<file path="config.mk">
export PLATFORM = sky130hd
export DESIGN_NAME = pwm_multi_channel_flat
export DESIGN_NICKNAME = d
export VERILOG_FILES = /design/src/rtl/pwm_multi_channel_if.sv /design/src/rtl/pwm_multi_channel.sv /design/src/flat_wrapper.sv
export SDC_FILE = /design/constraint.sdc
export NUM_CORES = 1
export LEC_CHECK = 0
export ABC_AREA = 1
export CORE_MARGIN = 5
export CORE_UTILIZATION = 30
export DETAILED_ROUTE_END_ITERATION = 12
export DONT_BUFFER_PORTS = 1
export GPL_ROUTABILITY_DRIVEN = 0
export PLACE_DENSITY_LB_ADDON = 0.15
export RECOVER_POWER = 25
export SETUP_SLACK_MARGIN = 0.02
export SLEW_MARGIN = 20
export SYNTH_ARGS = -nofsm -noshare
export SYNTH_HDL_FRONTEND = slang
export SYNTH_SLANG_ARGS = --single-unit
</file>
<file path="constraint.sdc">
create_clock -name clk -period 2.5 [get_ports clk]
set_input_delay 0.5 -clock clk [delete_from_list [all_inputs] [get_ports clk]]
set_output_delay 0.5 -clock clk [all_outputs]
set_load 0.05 [all_outputs]
</file>
<file path="src/rtl/pwm_multi_channel_if.sv">
// Control/output bundle for pwm_multi_channel: duty writes, enables, mode and PWM outputs.
interface pwm_multi_channel_if #(
  parameter int unsigned CHANNELS_NUM = 4,
  parameter int unsigned BITS_NUM     = 8,
  parameter int unsigned CH_BITS_NUM  = 2
);
  logic                    ce;
  logic                    wr_en;
  logic [CH_BITS_NUM-1:0]  wr_ch;
  logic [BITS_NUM-1:0]     wr_duty;
  logic [CHANNELS_NUM-1:0] en;
  logic                    mode;
  logic [CHANNELS_NUM-1:0] q;
  logic                    period_end;

  modport master (
    output ce, wr_en, wr_ch, wr_duty, en, mode,
    input  q, period_end
  );

  modport slave (
    input  ce, wr_en, wr_ch, wr_duty, en, mode,
    output q, period_end
  );
endinterface

</file>
<file path="src/rtl/pwm_multi_channel.sv">
// Multi-channel PWM: one shared period counter, per-channel shadow/active duty registers.
// Duty writes are staged in shadow registers and copied to the active set at the
// period boundary, so a period never mixes old and new duty values.
// Optional center-aligned counting is built only when PWM_MULTI_CHANNEL_CENTER_EN is
// defined; otherwise only the edge-aligned counter exists and bus.mode is ignored.
module pwm_multi_channel #(
  parameter int unsigned CHANNELS_NUM = 4,
  parameter int unsigned PERIOD_MAX   = 254,
  parameter int unsigned BITS_NUM     = $clog2(PERIOD_MAX + 2),
  parameter int unsigned CH_BITS_NUM  = (CHANNELS_NUM > 1) ? $clog2(CHANNELS_NUM) : 1,
  parameter bit          ACT_STATE    = 1'b1
) (
  input logic                clk,
  input logic                clr_n,
  pwm_multi_channel_if.slave bus
);

  localparam logic [BITS_NUM-1:0] CntMax   = BITS_NUM'(PERIOD_MAX);
  localparam logic [BITS_NUM-1:0] DutyFull = BITS_NUM'(PERIOD_MAX + 1);

  logic [BITS_NUM-1:0]     cnt_q, cnt_d;
  logic [BITS_NUM-1:0]     shadow_q [CHANNELS_NUM];
  logic [BITS_NUM-1:0]     shadow_d [CHANNELS_NUM];
  logic [BITS_NUM-1:0]     active_q [CHANNELS_NUM];
  logic [BITS_NUM-1:0]     active_d [CHANNELS_NUM];
  logic                    period_end_q;
  logic                    boundary;
  logic                    wr_valid;
  logic [CHANNELS_NUM-1:0] q;

  // Writes to channels beyond CHANNELS_NUM are dropped
  assign wr_valid = bus.wr_en && (32'(bus.wr_ch) < CHANNELS_NUM);

  // The boundary is the CE tick on which the counter returns to 0
  assign boundary = bus.ce && (cnt_d == '0);

`ifdef PWM_MULTI_CHANNEL_CENTER_EN
  logic dir_q, dir_d;    // 1 = counting down
  logic mode_q, mode_d;  // mode in force for the current period

  // Next count: edge-aligned wrap, or up/down with each end held for one tick
  always_comb begin
    cnt_d = cnt_q;
    dir_d = dir_q;
    if (bus.ce) begin
      if (mode_q) begin
        if (!dir_q && (cnt_q != CntMax)) begin
          cnt_d = cnt_q + 1'b1;
        end else begin
          cnt_d = cnt_q - 1'b1;
          // Reaching 0 ends the down slope; the next period counts up again
          dir_d = (cnt_q != BITS_NUM'(1));
        end
      end else begin
        cnt_d = (cnt_q == CntMax) ? '0 : cnt_q + 1'b1;
        dir_d = 1'b0;
      end
    end
  end

  // Mode changes only at a boundary
  assign mode_d = boundary ? bus.mode : mode_q;

  // Direction and mode registers
  always_ff @(posedge clk) begin
    if (!clr_n) begin
      dir_q  <= 1'b0;
      mode_q <= 1'b0;
    end else begin
      dir_q  <= dir_d;
      mode_q <= mode_d;
    end
  end
`else
  logic unused_mode;
  assign unused_mode = bus.mode;

  // Next count: edge-aligned wrap at PERIOD_MAX
  always_comb begin
    cnt_d = cnt_q;
    if (bus.ce) begin
      cnt_d = (cnt_q == CntMax) ? '0 : cnt_q + 1'b1;
    end
  end
`endif

  // Shadow capture and boundary load; a write on the boundary tick bypasses into active
  always_comb begin
    for (int i = 0; i < int'(CHANNELS_NUM); i++) begin
      shadow_d[i] = shadow_q[i];
      if (wr_valid && (bus.wr_ch == CH_BITS_NUM'(i))) begin
        shadow_d[i] = bus.wr_duty;
      end
      active_d[i] = boundary ? shadow_d[i] : active_q[i];
    end
  end

  // Counter, duty registers and period-end strobe
  always_ff @(posedge clk) begin
    if (!clr_n) begin
      cnt_q        <= '0;
      period_end_q <= 1'b0;
      for (int i = 0; i < int'(CHANNELS_NUM); i++) begin
        shadow_q[i] <= '0;
        active_q[i] <= '0;
      end
    end else begin
      cnt_q        <= cnt_d;
      period_end_q <= boundary;
      for (int i = 0; i < int'(CHANNELS_NUM); i++) begin
        shadow_q[i] <= shadow_d[i];
        active_q[i] <= active_d[i];
      end
    end
  end

  // Compare outputs; a full-scale duty overrides the compare so there is no dropout at the wrap
  always_comb begin
    q = '0;
    for (int i = 0; i < int'(CHANNELS_NUM); i++) begin
      if (clr_n && bus.en[i] && ((active_q[i] > cnt_q) || (active_q[i] >= DutyFull))) begin
        q[i] = ACT_STATE;
      end else begin
        q[i] = ~ACT_STATE;
      end
    end
  end

  assign bus.q          = q;
  assign bus.period_end = period_end_q;

endmodule

</file>
<file path="src/flat_wrapper.sv">
// flat-port wrapper written by rule: the top's interface ports become plain ports
module pwm_multi_channel_flat 
#(
  parameter int unsigned CHANNELS_NUM = 4,
  parameter int unsigned PERIOD_MAX   = 254,
  parameter int unsigned BITS_NUM     = $clog2(PERIOD_MAX + 2),
  parameter int unsigned CH_BITS_NUM  = (CHANNELS_NUM > 1) ? $clog2(CHANNELS_NUM) : 1,
  parameter bit          ACT_STATE    = 1'b1
)
  (clk, clr_n, bus_ce, bus_wr_en, bus_wr_ch, bus_wr_duty, bus_en, bus_mode, bus_q, bus_period_end);
  pwm_multi_channel_if #(.CHANNELS_NUM(CHANNELS_NUM), .BITS_NUM(BITS_NUM), .CH_BITS_NUM(CH_BITS_NUM)) bus_i ();
  input logic clk;
  input logic clr_n;
  input wire logic [$bits(bus_i.ce)-1:0] bus_ce;
  input wire logic [$bits(bus_i.wr_en)-1:0] bus_wr_en;
  input wire logic [$bits(bus_i.wr_ch)-1:0] bus_wr_ch;
  input wire logic [$bits(bus_i.wr_duty)-1:0] bus_wr_duty;
  input wire logic [$bits(bus_i.en)-1:0] bus_en;
  input wire logic [$bits(bus_i.mode)-1:0] bus_mode;
  output wire logic [$bits(bus_i.q)-1:0] bus_q;
  output wire logic [$bits(bus_i.period_end)-1:0] bus_period_end;
  assign bus_i.ce = bus_ce;
  assign bus_i.wr_en = bus_wr_en;
  assign bus_i.wr_ch = bus_wr_ch;
  assign bus_i.wr_duty = bus_wr_duty;
  assign bus_i.en = bus_en;
  assign bus_i.mode = bus_mode;
  assign bus_q = bus_i.q;
  assign bus_period_end = bus_i.period_end;
  pwm_multi_channel #(.CHANNELS_NUM(CHANNELS_NUM), .PERIOD_MAX(PERIOD_MAX), .BITS_NUM(BITS_NUM), .CH_BITS_NUM(CH_BITS_NUM), .ACT_STATE(ACT_STATE)) u_core (.clk(clk), .clr_n(clr_n), .bus(bus_i));
endmodule
</file>
==> out/summary.txt <==
CTS root buf: clkbuf_16
Mapped Nets: 536
routed via count: 3141
most common cell in the netlist: nor2_1
via density per instance: 4.738
CP startpoint kind: flop
endpoints failing setup: 2
fin nets: 539
IO Pins: 24
P_leak: 2.006 nW
commonest cells in the netlist: nor2_1 (91), nand2_1 (79), dfxtp_1 (73), a21oi_1 (54), nand3_1 (52)
Psw: 0.8221 mW
combinational share of power: 16.5%
critical path, cell by cell: clkinvlp_4 -> buf_6 -> ha_4 -> nand2_2 -> nor2_2 -> nand2_1 -> o211ai_1 -> o21ai_1 -> a21oi_1 -> buf_4
VDD IR max: 0.3044 mV
TritonCTS clock tree: built
Seq pwr share: 41.9%
Slew HR: 4.127%
Final period util: 100.6%
clk buf depth: 2
Yosys reg bits: 73
CP max FO: 4
H-tree levels: 3
overall routing resource usage: 13.65%
Clk Latency, worst-skew pair: 0.33 ns
die footprint: 0.01488 mm2
maximum clock rate: 0.3975 GHz
post-route setup TNS: -0.02622 ns
# diodes: 0
layout cells sized above 1: 13.24%
CP Data Arrival Time: 2.02 ns
DRC Markers: 0
Slowest-stage cell, CP: dfxtp_2
Initial DRC Count: 125
Internal: 2.277 mW
grt ovf: 0
YS warnings: 0
ys async rst share: 0%
Post-DP HPWL: 6376 um
die height: 122.0 um
Seq/Total Area, Yosys: 38.84%
unrepaired setup endpoints after global routing: true
cells after synthesis: 483
iteration count of the initial detailed-routing pass: 4
core area: 0.01247 mm2
Crit Path Class: reg2out
cts hold-fix bufs: 0
clock power share: 41.6%
fill count: 1283
final cell count without fillers: 663
Least-Margin Pin Slew: 1.438 ns
Die W: 122.0 um
row count: 41
area grow syn2layout: 18.12%
required time of the critical path: 2.00 ns
Num Clock Sinks: 73
total CTS buffers: 9
dpl cell area: 0.003929 mm2
Final Core Density: 35.65%
CP endpoint kind: output port
synthesized area: 0.003762 mm2
Routed WL: 9752 um
sw frac: 26.53%
Pins Over Slew Limit: 0
run status: finished with violations
Area contributors post-synth: dfxtp_1 (39%), ha_1 (11%), nor2_1 (9.1%), mux2i_1 (8.5%), nand2_1 (7.9%)
Largest stage delay, worst path: 0.35 ns
max_cap viols: 0
vias in the first global route: 2966
library cells used by synthesis: 21
PwrDens: 697.3 mW/mm2
Min-Delay Path Class: in2reg
Final Hold Fails: 0
starting density of the core: 30.18%
first-pass GRT wire length: 15590 um
Mapped Avg Cell Area: 7.790 um2
clk_skew: 0.005427 ns
Clock transition at path regs: 0.06 ns
final worst slack: -0.01570 ns
Avg WL per Cell: 14.71 um
largest net degree at the start of global routing: 66
critical path's top delay family: buffers and inverters
Yosys top cell area share: 38.84%
initial antenna violation count: 0
Yosys top cell by area: dfxtp_1
Critical path buffers and inverters: 3
PortBufs: 0
Final ANT Viol Nets: 0
failing checks: setup timing
post-layout min period: 2.516 ns
Post-synth EDFFs: 0
Most used DFF post-synth: dfxtp_1
Finished Cell Area: 0.004444 mm2
hold slack: 0.2943 ns
Placed Cells incl. Taps: 641
[routing by layer]
metal	share of wire [%]	GRT usage, %	vias up
met5	0	0	-
met4	2.1	6.443	0
met3	4.2	2.321	12
met2	45	21.17	60
met1	49	18.45	1439
li1	-	-	1630
[area by class of cell]
type	count	area, um2	area share, %
clock buffer	11	252.7	5.687
clock inverter	5	53.80	1.211
inverter	23	93.84	2.111
multi-input combinational	365	2206	49.63
sequential	73	1469	33.05
tap	172	215.2	4.842
timing repair buffer	14	153.9	3.463
[worst register-to-register path, cell delays in order, from the launching register on]
cell        delay (ns)
dfxtp_2           0.35
clkinvlp_4        0.10
buf_12            0.15
buf_4             0.14
nor2_1            0.16
nand3_2           0.18
nand3_1           0.15
nand3_1           0.14
nor2_4            0.13
buf_12            0.27
nand3_1           0.16
nand2_1           0.08
nor2_1            0.03
[registers in the layout (all words and copies together) (netlist names)]
signal	count
u_core.bus.period_end	1
u_core.shadow_q	32
u_core.cnt_q	8
u_core.active_q	32
[cells in the final DEF, fill, tap and decap left out, drive strengths merged]
cell type / Yosys / routed
a21oi: 54 / 54
and3: 1 / 1
buf: 17 / 13
bufinv: 0 / 1
clkbuf: 5 / 12
clkinv: 1 / 5
clkinvlp: 0 / 2
dfxtp: 73 / 73
ha: 34 / 34
inv: 22 / 20
mux2i: 32 / 32
nand2: 80 / 80
nand3: 53 / 53
nand4: 5 / 5
nor2: 93 / 93
o211ai: 4 / 4
o21ai: 9 / 9
[power groups by stage]
stage | registers, mW | logic, mW | clock network [mW]
detailed placement | 1.32 | 0.473 | 0
global route | 1.31 | 0.589 | 1.38
global placement | 1.32 | 0.467 | 0
finish | 1.30 | 0.512 | 1.29
CTS | 1.30 | 0.491 | 1.32
floorplan | 1.30 | 0.400 | 0
[kinds of logic after synthesis]
family,Yosys count,synth area share (%)
buf+inv,45,6.252
simple gates,232,25.91
fa+ha+maj,34,11.31
compound gates,67,9.179
mux,32,8.514
flops,73,38.84
[final timing paths]
| check | endpoint | slack (ns) | depth (start not counted) | from |
|---|---|---|---|---|
| min | u_core.active_q[0][23] | 0.29 | 2 | clr_n |
| max | bus_q[2] | -0.02 | 10 | u_core.cnt_q[4] |
| min reg2reg | u_core.shadow_q[0][20] | 0.49 | 2 | u_core.shadow_q[0][20] |
| max reg2reg | u_core.active_q[0][11] | 0.34 | 12 | u_core.cnt_q[7] |
[per-stage QoR]
stage                     power [mW]  setup WS (ns)
after global routing           3.282        -0.1371
final                          3.099       -0.01570
after CTS                      3.110       -0.06178
after detailed placement       1.792         0.1561
after global placement         1.784         0.1959
after floorplan                1.700        0.07940
[repair_timing]
action,CTS,global route
pin swaps,3,4
setup buffers,5,1
setup endpoints to repair,4,4
resized for setup,25,14
Note: power is estimated with default switching activity, not from simulation.
